<file path="config.mk">
export PLATFORM = sky130hd
export DESIGN_NAME = instr_dcd_burst_flat
export DESIGN_NICKNAME = d
export VERILOG_FILES = /design/src/rtl/instr_dcd_burst_if.sv /design/src/rtl/instr_dcd_burst.sv /design/src/flat_wrapper.sv
export SDC_FILE = /design/constraint.sdc
export NUM_CORES = 1
export LEC_CHECK = 0
export CORE_AREA = 2 2 53 55
export DETAILED_ROUTE_END_ITERATION = 10
export DIE_AREA = 0 0 55 57
export GPL_ROUTABILITY_DRIVEN = 1
export HOLD_SLACK_MARGIN = 0.03
export PLACE_DENSITY = 0.75
export SYNTH_ARGS = -nofsm -noshare
export SYNTH_HDL_FRONTEND = slang
export SYNTH_SLANG_ARGS = --single-unit
export TNS_END_PERCENT = 5
</file>
<file path="constraint.sdc">
create_clock -name clk -period 1.55 [get_ports clk]
set_clock_uncertainty 0.2 [all_clocks]
set_input_delay 0.2325 -clock clk [delete_from_list [all_inputs] [get_ports clk]]
set_output_delay 0.2325 -clock clk [all_outputs]
set_load 0.005 [all_outputs]
</file>
<file path="src/rtl/instr_dcd_burst_if.sv">
// ---------------------------------------------------------------------------
// instr_dcd_burst_if
// Bundles the SPI byte-side and register-file-side signals of the
// instruction decoder.
//   frame_active : chip select asserted (SPI side -> decoder)
//   byte_sync    : one-cycle "data_in holds a full byte" pulse
//   data_in      : received MOSI byte
//   data_out     : byte presented for the next MISO transfer
//   read/write   : one-cycle register access strobes
//   addr         : register address, valid with read/write
//   data_read    : register read data, combinationally valid while read=1
//   data_write   : register write data, valid while write=1 (else 0)
//   cmd_err      : one-cycle pulse when a command byte is rejected
// Modports: master = SPI slave + register file side, slave = decoder.
// ---------------------------------------------------------------------------
interface instr_dcd_burst_if #(
    parameter int ADDR_W = 6
) ();
    logic              frame_active;
    logic              byte_sync;
    logic [7:0]        data_in;
    logic [7:0]        data_out;
    logic              read;
    logic              write;
    logic [ADDR_W-1:0] addr;
    logic [7:0]        data_read;
    logic [7:0]        data_write;
    logic              cmd_err;

    modport master (
        output frame_active, byte_sync, data_in, data_read,
        input  data_out, read, write, addr, data_write, cmd_err
    );

    modport slave (
        input  frame_active, byte_sync, data_in, data_read,
        output data_out, read, write, addr, data_write, cmd_err
    );
endinterface

</file>
<file path="src/rtl/instr_dcd_burst.sv">
// ---------------------------------------------------------------------------
// instr_dcd_burst
// SPI instruction decoder: decodes a command byte, then services single or
// auto-incrementing burst register reads/writes, one register byte per SPI
// byte, until chip select is released.
//
// Parameters: ADDR_W (1..6), ADDR_MAX (highest legal address),
//             ERR_BYTE (data_out value after a rejected command).
// Ports:      clk, rst_n (synchronous, active-low), bus (slave modport of
//             instr_dcd_burst_if).
// Build option: define INSTR_DCD_BURST_EN to honour command bit6 (burst);
//               otherwise every command is a single access.
//
// Command byte: [7] 1=write/0=read, [6] burst, [5:ADDR_W] reserved (0),
//               [ADDR_W-1:0] start address.
// ---------------------------------------------------------------------------
module instr_dcd_burst #(
    parameter int         ADDR_W   = 6,
    parameter int         ADDR_MAX = 63,
    parameter logic [7:0] ERR_BYTE = 8'hEE
) (
    input  logic             clk,
    input  logic             rst_n,
    instr_dcd_burst_if.slave bus
);

    typedef enum logic [1:0] {
        CMD  = 2'd0,
        RD   = 2'd1,
        WR   = 2'd2,
        DONE = 2'd3
    } state_e;

`ifdef INSTR_DCD_BURST_EN
    localparam logic BURST_EN = 1'b1;
`else
    localparam logic BURST_EN = 1'b0;
`endif

    // One extra bit so the range compare never degenerates to a constant.
    localparam logic [ADDR_W:0]   ADDR_MAX_X = ADDR_MAX[ADDR_W:0];
    localparam logic [ADDR_W-1:0] ADDR_MAX_C = ADDR_MAX[ADDR_W-1:0];
    // Bits of the command above the address field that must be zero.
    localparam logic [5:0]        RSVD_MASK  = 6'h3F << ADDR_W;

    state_e            state_q, state_d;
    logic [ADDR_W-1:0] addr_q, addr_d;
    logic              burst_q, burst_d;
    logic              read_q, read_d;
    logic              write_q, write_d;
    logic              cmd_err_q, cmd_err_d;
    logic [7:0]        data_out_q, data_out_d;
    logic [7:0]        data_write_q, data_write_d;
    logic [ADDR_W-1:0] next_addr_s;
    logic              cmd_bad_s;

`ifdef INSTR_DCD_BURST_EN
    // Burst address advance, wrapping at ADDR_MAX rather than 2^ADDR_W.
    always_comb begin
        if (addr_q == ADDR_MAX_C) begin
            next_addr_s = '0;
        end else begin
            next_addr_s = addr_q + ADDR_W'(1'b1);
        end
    end
`else
    assign next_addr_s = addr_q;
`endif

    assign cmd_bad_s = ({1'b0, bus.data_in[ADDR_W-1:0]} > ADDR_MAX_X) ||
                       ((bus.data_in[5:0] & RSVD_MASK) != 6'd0);

    // Next-state and registered-output computation.
    always_comb begin
        state_d      = state_q;
        addr_d       = addr_q;
        burst_d      = burst_q;
        read_d       = 1'b0;
        write_d      = 1'b0;
        cmd_err_d    = 1'b0;
        data_write_d = 8'h00;
        data_out_d   = data_out_q;

        if (!bus.frame_active) begin
            // Frame end wins over everything; a byte_sync here is dropped.
            state_d    = CMD;
            data_out_d = 8'h00;
            burst_d    = 1'b0;
        end else begin
            // Read data is captured in the strobe cycle itself.
            if (read_q) begin
                data_out_d = bus.data_read;
            end else begin
                data_out_d = data_out_q;
            end
            // Burst writes advance the address once the strobe has gone out.
            if (write_q && burst_q) begin
                addr_d = next_addr_s;
            end else begin
                addr_d = addr_q;
            end

            case (state_q)
                CMD: begin
                    if (bus.byte_sync) begin
                        if (cmd_bad_s) begin
                            state_d    = DONE;
                            cmd_err_d  = 1'b1;
                            data_out_d = ERR_BYTE;
                        end else begin
                            addr_d  = bus.data_in[ADDR_W-1:0];
                            burst_d = bus.data_in[6] & BURST_EN;
                            if (bus.data_in[7]) begin
                                state_d = WR;
                            end else begin
                                state_d = RD;
                                read_d  = 1'b1;
                            end
                        end
                    end else begin
                        state_d = CMD;
                    end
                end
                RD: begin
                    // A byte here means the master has shifted out data_out.
                    if (bus.byte_sync) begin
                        if (burst_q) begin
                            addr_d = next_addr_s;
                            read_d = 1'b1;
                        end else begin
                            state_d    = DONE;
                            data_out_d = 8'h00;
                        end
                    end else begin
                        state_d = RD;
                    end
                end
                WR: begin
                    if (bus.byte_sync) begin
                        write_d      = 1'b1;
                        data_write_d = bus.data_in;
                        if (burst_q) begin
                            state_d = WR;
                        end else begin
                            state_d = DONE;
                        end
                    end else begin
                        state_d = WR;
                    end
                end
                DONE: begin
                    state_d = DONE;
                end
                default: begin
                    state_d = CMD;
                end
            endcase
        end
    end

    // State and output registers with synchronous active-low reset.
    always_ff @(posedge clk) begin
        if (!rst_n) begin
            state_q      <= CMD;
            addr_q       <= '0;
            burst_q      <= 1'b0;
            read_q       <= 1'b0;
            write_q      <= 1'b0;
            cmd_err_q    <= 1'b0;
            data_out_q   <= 8'h00;
            data_write_q <= 8'h00;
        end else begin
            state_q      <= state_d;
            addr_q       <= addr_d;
            burst_q      <= burst_d;
            read_q       <= read_d;
            write_q      <= write_d;
            cmd_err_q    <= cmd_err_d;
            data_out_q   <= data_out_d;
            data_write_q <= data_write_d;
        end
    end

    assign bus.read       = read_q;
    assign bus.write      = write_q;
    assign bus.addr       = addr_q;
    assign bus.cmd_err    = cmd_err_q;
    assign bus.data_out   = data_out_q;
    assign bus.data_write = data_write_q;

endmodule
</file>
<file path="src/flat_wrapper.sv">
// flat-port wrapper written by rule: the top's interface ports become plain ports
module instr_dcd_burst_flat 
#(
    parameter int         ADDR_W   = 6,
    parameter int         ADDR_MAX = 63,
    parameter logic [7:0] ERR_BYTE = 8'hEE
)
  (clk, rst_n, bus_frame_active, bus_byte_sync, bus_data_in, bus_data_read, bus_data_out, bus_read, bus_write, bus_addr, bus_data_write, bus_cmd_err);
  instr_dcd_burst_if #(.ADDR_W(ADDR_W)) bus_i ();
  input  logic clk;
  input  logic rst_n;
  input wire logic [$bits(bus_i.frame_active)-1:0] bus_frame_active;
  input wire logic [$bits(bus_i.byte_sync)-1:0] bus_byte_sync;
  input wire logic [$bits(bus_i.data_in)-1:0] bus_data_in;
  input wire logic [$bits(bus_i.data_read)-1:0] bus_data_read;
  output wire logic [$bits(bus_i.data_out)-1:0] bus_data_out;
  output wire logic [$bits(bus_i.read)-1:0] bus_read;
  output wire logic [$bits(bus_i.write)-1:0] bus_write;
  output wire logic [$bits(bus_i.addr)-1:0] bus_addr;
  output wire logic [$bits(bus_i.data_write)-1:0] bus_data_write;
  output wire logic [$bits(bus_i.cmd_err)-1:0] bus_cmd_err;
  assign bus_i.frame_active = bus_frame_active;
  assign bus_i.byte_sync = bus_byte_sync;
  assign bus_i.data_in = bus_data_in;
  assign bus_i.data_read = bus_data_read;
  assign bus_data_out = bus_i.data_out;
  assign bus_read = bus_i.read;
  assign bus_write = bus_i.write;
  assign bus_addr = bus_i.addr;
  assign bus_data_write = bus_i.data_write;
  assign bus_cmd_err = bus_i.cmd_err;
  instr_dcd_burst #(.ADDR_W(ADDR_W), .ADDR_MAX(ADDR_MAX), .ERR_BYTE(ERR_BYTE)) u_core (.clk(clk), .rst_n(rst_n), .bus(bus_i));
endmodule
</file>
* Word level (Yosys, flattened, before mapping)
Cells that the tools add are included.
** Cells by class
- Add/subtract/negate cells :: 0
- $mul :: 0
- Divide/modulo/power cells :: 0
- $lt $le $gt $ge :: 0
- Eq/ne operators :: 3
- Shifts and indexed selects :: 0
- Muxes and demuxes :: 10
- Bitwise operators :: 0
- Reductions and logical operators :: 6
** Operator list (number)
- two-way mux 8 bit :: 3
- one-hot mux 2 bit (4 select lines) :: 1
- AND reduction 4 bit :: 2
- two-way mux 2 bit :: 3
- AND reduction 3 bit :: 2
- == test 2 bit (second input constant) :: 2
- two-way mux 1 bit :: 3
- == test 2 x 1 -> 1 bit (second input constant) :: 1
- logical NOT 2 bit :: 1
- AND reduction 2 bit :: 1
** Word-level totals
- Register bits :: 26
- Bits in latches :: 0
- Memory bits (writable) :: 0
- Bits in read-only memories :: 0
- Input bits :: 20
- Logic and storage cells :: 25
- Memories :: 0

* Longest topological paths before layout
Gate-level depths: netlist of the first run.
- Depth after elaboration :: 3
- Gate-level depth with buffers :: 4

* Least setup slack after synthesis of the first run
Ideal clock, no wire load.
- Kind :: reg-to-reg
- Start point :: register u_core.state_q[0]
- End point :: register u_core.addr_q[2], in the netlist u_core.bus.addr[2]
- Library setup time :: 113 ps
- Arrival :: 924 ps
- Required time :: 1237 ps
- Path slack :: 312 ps
- Stages on the path, launching flop included :: 5
- Clock period less this slack :: 1238 ps
- Cells stage by stage :: dfxtp_1 > and4bb_4 > buf_12 > nand3_2 > o21ai_2
** On the way
- Cells in the longest elaborated chain, start to end :: 2
** Ends and longest elaborated chain
- start, declared :: RTL line instr_dcd_burst.sv:46 : state_e state_q, state_d;
- start signal, assigned :: RTL line instr_dcd_burst.sv:173 : state_q <= state_d;
- logical NOT 2 bit :: RTL line instr_dcd_burst.sv:103 : case (state_q)
- AND reduction 3 bit (no source line)
- end signal, assigned :: RTL line instr_dcd_burst.sv:174 : addr_q <= addr_d;
- end, declared :: RTL line instr_dcd_burst.sv:47 : logic [ADDR_W-1:0] addr_q, addr_d;
No other way between the ends.
A chain may end at the register's enable or synchronous reset.

* Worst setup path in the final report of the first run
- Start point :: register u_core.state_q[0]
- End point :: register u_core.addr_q[1], in the netlist u_core.bus.addr[1]
Same word-level chain as after synthesis.

==> reports/qor.yml, run 1 <==
drt:
  drt_iter0_markers: 12
  dr.pass1.iters: 3
  wl_mm: 1.860
  viasPerCell: 4.626
  postRouteAntennaNets: 0
  num_vias: 754
  wire_per_inst_um: 11.41
  drc_errors: 0
synthesis:
  ys.flop_type: "dfxtp_1"
  yosysMostFrequentCell: "dfxtp_1"
  synth_simple_gate_area_share: 0.2270
  synth.avg_cell_area_um2: 10.90
  synth_compound_area_frac: 0.08144
  synth_mux_area_frac: 0.08545
  synth_seq_area_share: 0.5554
  synth_edf_count: 0
  synth-xor-area-share: 0
  synthAdderAreaFrac: 0
  syn_nets: 106
  syn_inst: 86
  synth.largest_area_cell: "dfxtp_1"
  synthTopCellsByCount: "dfxtp_1, nand2_1, nor2_1"
  yosys_warnings: 0
  synth_top_family_by_area: "simple AND/OR/NAND/NOR gates"
  synth.top_cells.by_area: "dfxtp_1, mux2i_1, o21ai_2, and2_1, nand3_2"
  syn_area_um2: 937.1
  ys_types: 20
  async_flop_share: 0
  netlist.area_leader.share: 0.5554
  yosys_register_bits: 26
floorplan:
  coreArea_um2: 2615
  die_area_um2: 3135
  start_util: 0.3584
  num_rows: 19
  die_h_um: 57
  die_width_um: 55
  io_pins: 45
place:
  portBuffers: 43
  detailed_place_hpwl_mm: 1.521
  dpl-instance-area_um2: 1396
  dp_cells: 160
  place_ws_ps: -73.82
  place_congestion: 0.5853
timing:
  rsz0062_at_grt: "no"
  setup_viol: 0
  hold_ws_ps: 261.1
  post-route-min-period_ps: 1348
  fin_crit_sh: 0.8697
  fin_ws_ps: 201.9
  fmax_mhz: 741.8
  hold_viol_final: 0
  maxSlewViolCount: 0
power_and_ir_drop:
  leakagePower_nw: 0.6367
  vdd_drop_max_v: 0.0006772
  seq_power_share: 0.639
  p_total_mw: 1.081
  clock_power_share: 0.242
  power_switching_uw: 230.1
  p_int_uw: 851.1
  combPwrFrac: 0.119
  power.density_nw_per_um2: 764.7
  netSwitchingFraction: 0.2128
setup_path:
  endpoint_kind: "register"
  worst_ep_arrival_time_ps: 1400
  required_ps: 1600
  cp-start-kind: "register"
  setup.worst_path.class: "register to register"
  path_max_fanout: 12
final_layout:
  antenna_cells: 0
  fin_cells: 163
  post-route-cell-area_um2: 1414
  fillers: 274
  seq_area_um2: 541.8
  drive_gt1_frac: 0.2803
  areaGrowthSynthToFinish_pct: 50.87
  final_nets: 154
  multi_input_area_um2: 372.9
worst_hold_path:
  min_path_type: "register to register"
global_route:
  grt-ovfl-total: 0
  grt_pass1_vias: 713
  grt_pass1_wl_mm: 2.870
  track_usage: 0.1259
  grt_max_degree: 14
  grt_antenna_before_repair: 0
clocking:
  post-cts-setup-buffers: 0
  cts_tree: "done"
  clockRootBuffer: "clkbuf_4"
  h-tree-depth: 1
  insertion_delay_ps: 300
  clk_pin_slew_ps: 120
  clkSinkCount: 26
  cts_buffers: 3
  cts_hold_buf: 0
  ctsResizeCount: 40
  clock_path_buffers: 2
flow_run:
  maxCapViolCount: 0
run_status:
  status: "completed"
==> worst paths after layout <==
path / start / endpoint / slack (ps) / depth (start not counted)
worst min register to register: u_core.bus.addr[0] / u_core.bus.addr[0] / 260 / 2
worst max-delay path: u_core.state_q[0] / u_core.bus.addr[1] / 200 / 3
worst min-delay path: u_core.bus.addr[0] / u_core.bus.addr[0] / 260 / 2
worst max register to register: u_core.state_q[0] / u_core.bus.addr[1] / 200 / 3
==> power by group through the flow <==
stage,Sequential (mW),Clock (mW),Combinational (mW)
floorplan,0.705,0,0.0559
global placement,0.704,0,0.135
detailed placement,0.705,0,0.137
CTS,0.691,0.282,0.131
global route,0.693,0.311,0.139
finish,0.691,0.262,0.129
==> cells by family after synthesis <==
group                  count (synthesis)
other                                  1
multiplexers                           8
AO/OA/AOI/OAI                         10
flip-flops                            26
AND/OR/NAND/NOR                       36
buffers and inverters                  5
==> metrics by stage <==
stage	setup TNS, ps	util
3_3_place_gp	-406.6	0.5340
2_1_floorplan	0	-
3_5_place_dp	-813.6	0.5340
6_report	0	0.5407
5_1_grt	0	0.5407
4_1_cts	-46.51	0.5397
==> worst max-delay path, cell delays in order, from the launching register on <==
cell and delay [ps]:
dfxtp_1 400, and4bb_4 510, nand3_1 120, o21ai_2 60
==> per-layer routing <==
| layer | vias to the layer above | share of wire | track usage |
|---|---|---|---|
| met1 | 336 | 0.39 | 0.1359 |
| li1 | 377 | - | - |
| met3 | 4 | 0.13 | 0.04974 |
| met2 | 37 | 0.47 | 0.2126 |
| met4 | 0 | 0.012 | 0.05226 |
| met5 | - | 0 | 0 |
==> registers in the layout, summed over array words and instances, names as in the netlist <==
register,count
u_core.state_q,2
u_core.bus.data_out,8
u_core.bus.addr,6
u_core.bus.data_write,8
u_core.bus.write,1
u_core.bus.read,1
==> placed cells by master (no fill, tap or decap), drive strengths merged, types with 2 or more instances in the layout <==
cell,count
a21oi,2
and2,8
buf,4
clkbuf,3
clkdlybuf4s50,19
dfxtp,26
dlygate4sd2,23
mux2i,8
nand2,9
nand3,6
nor2,9
o21ai,7
==> final cells by class <==
class | instances | share of cell area
inverters | 1 | 0.002655
repair buffers | 47 | 0.3071
clock buffers | 3 | 0.01593
flip-flops and latches | 26 | 0.3832
multi-input cells | 55 | 0.2637
well taps | 31 | 0.02743
Power figures use the tool's default switching activity.
==> run 2: changes to the inputs <==
- CELL_PAD_IN_SITES_DETAIL_PLACEMENT: default -> 1
- CELL_PAD_IN_SITES_GLOBAL_PLACEMENT: default -> 1
- CORE_AREA: 2 2 53 55 -> 2 2 44 86
- DIE_AREA: 0 0 55 57 -> 0 0 46 88
- PLACE_DENSITY: 0.75 -> 0.76
==> reports/qor.yml, run 2 (synthesis gave the netlist of run 1 again) <==
final_layout:
  final_nets: 153
  drive_gt1_frac: 0.2137
  fillers: 376
  most-common-layout-cells: "clkdlybuf4s50_1, dfxtp_1, dlymetal6s2s_1"
  fin_cells: 163
  areaGrowthSynthToFinish_pct: 57.81
  antenna_cells: 0
  utilization: 0.4378
  final_common_cell: "clkdlybuf4s50_1"
drt:
  drc_errors: 0
  wl_mm: 2.460
  postRouteAntennaNets: 0
  dr.pass1.iters: 4
  wire_per_inst_um: 15.09
  viasPerCell: 4.656
  drt_iter0_markers: 9
  num_vias: 759
power_and_ir_drop:
  netSwitchingFraction: 0.2122
  combPwrFrac: 0.114
  power.density_nw_per_um2: 802.7
  seq_power_share: 0.582
  p_int_uw: 935.2
  vdd_drop_max_v: 0.0003191
  power_switching_uw: 251.9
  leakagePower_nw: 0.7863
  clock_power_share: 0.304
timing:
  hold_viol_final: 0
  fin_crit_sh: 0.9812
  post-route-min-period_ps: 1521
  fmax_mhz: 657.5
  maxSlewViolCount: 0
  fin_ws_ps: 29.10
  setup_viol: 0
setup_path:
  cp-start-kind: "register"
  worst_ep_arrival_time_ps: 1090
  rr_endpoint: "u_core.bus.addr[0]"
  critical_path_buf_inv_count: 1
  reg2regPathDepth: 3
  setup.worst_path.class: "register to output pin"
  timing.reg2reg.setup_slack_ps: 180
  required_ps: 1120
  path_max_fanout: 1
  cpPeakStageDelay_ps: 500
  crit_path_cell_trace: "clkdlybuf4s50_1"
  critPathSlowestCell: "clkdlybuf4s50_1"
  cpLargestDelayFamily: "buffers and inverters"
  r2r_start: "u_core.state_q[0]"
  endpoint_kind: "output pin"
worst_hold_path:
  hold_end: "u_core.bus.addr[4]"
  hold_start: "u_core.bus.addr[4]"
  min_path_type: "register to register"
  hold_path_depth: 2
floorplan:
  start_util: 0.2774
  die_area_um2: 4048
  coreArea_um2: 3378
  die_width_um: 46
  num_rows: 30
  die_h_um: 88
  io_pins: 45
flow_run:
  maxCapViolCount: 0
clocking:
  cts_buffers: 3
  cts_hold_buf: 0
  post-cts-setup-buffers: 0
  insertion_delay_ps: 260
  clk_pin_slew_ps: 80
  clock_path_buffers: 2
  clockRootBuffer: "clkbuf_8"
  h-tree-depth: 1
  ctsResizeCount: 8
  cts_tree: "done"
  clkSinkCount: 26
place:
  portBuffers: 43
  place_ws_ps: -86.53
  place_congestion: 0.6481
  detailed_place_hpwl_mm: 2.000
  dp_cells: 160
global_route:
  grt-ovfl-total: 0
  use_met1: 0.1158
  track_usage: 0.1287
  grt_use_met2: 0.2588
  busiest_layer: "met2"
  grt_max_degree: 14
  grt_antenna_before_repair: 0
  grt_pass1_vias: 820
  grt_pass1_wl_mm: 3.753
  use_met3: 0.02062
run_status:
  status: "completed"
## run 2: cell types whose count changed in the layout (fill, tap and decap cells not counted), sizes merged
cell,previous run,this run
buf,4,3
dlygate4sd2,23,1
clkdlybuf4s50,19,27
dlymetal6s2s,1,15
## run 2: through the flow
step	hold WS [ps]	area (µm²)	setup TNS [ps]	power, mW
floorplan	108.6	937.1	0	0.7607
global placement	255.0	1390	-560.8	0.8390
detailed placement	260.8	1390	-1434	0.8459
CTS	270.9	1439	0	1.203
global route	288.5	1479	-0.2247	1.248
finish	266.2	1479	0	1.187
## run 2: power by group through the flow
stage | Sequential (mW) | Clock [mW] | Combinational [mW]
after CTS | 0.692 | 0.371 | 0.141
after global placement | 0.705 | 0 | 0.134
after detailed placement | 0.706 | 0 | 0.140
final | 0.691 | 0.360 | 0.136
after global routing | 0.693 | 0.408 | 0.147
after floorplan | 0.705 | 0 | 0.0559
## run 2: worst register-to-register path, delay by kind of cell (launching register included)
kind               cells  cell delay [ps]
AOI/OAI and AO/OA      1               70
and+or+nand+nor        2              660
DFF                    1              380
## run 2: area by class of cell
| type | instances | area, µm² | share of cell area |
|---|---|---|---|
| multi-input combinational | 55 | 372.9 | 0.2521 |
| timing repair buffer | 46 | 489.2 | 0.3308 |
| inverter | 1 | 3.754 | 0.002538 |
| tap | 32 | 40.04 | 0.02707 |
| sequential | 26 | 531.8 | 0.3596 |
| clock buffer | 3 | 41.29 | 0.02792 |
## run 2: worst max path at each step
stage / end / depth (start not counted) / slack (ps) / startpoint
CTS: bus_data_out[5] / 1 / 5 / u_core.bus.data_out[5]
floorplan: u_core.bus.addr[2] / 4 / 310 / u_core.state_q[0]
detailed placement: u_core.bus.data_write[1] / 4 / -90 / rst_n
finish: bus_data_write[3] / 1 / 30 / u_core.bus.data_write[3]
global route: bus_data_write[4] / 1 / -0.1 / u_core.bus.data_write[4]
global placement: u_core.bus.data_write[0] / 4 / -60 / rst_n
## run 2: per-layer routing
layer	routed length (µm)	share of wire	vias up
met1	801	0.33	350
met5	0	0	-
met4	25	0.010	0
met2	1448	0.59	35
li1	-	-	372
met3	185	0.075	2
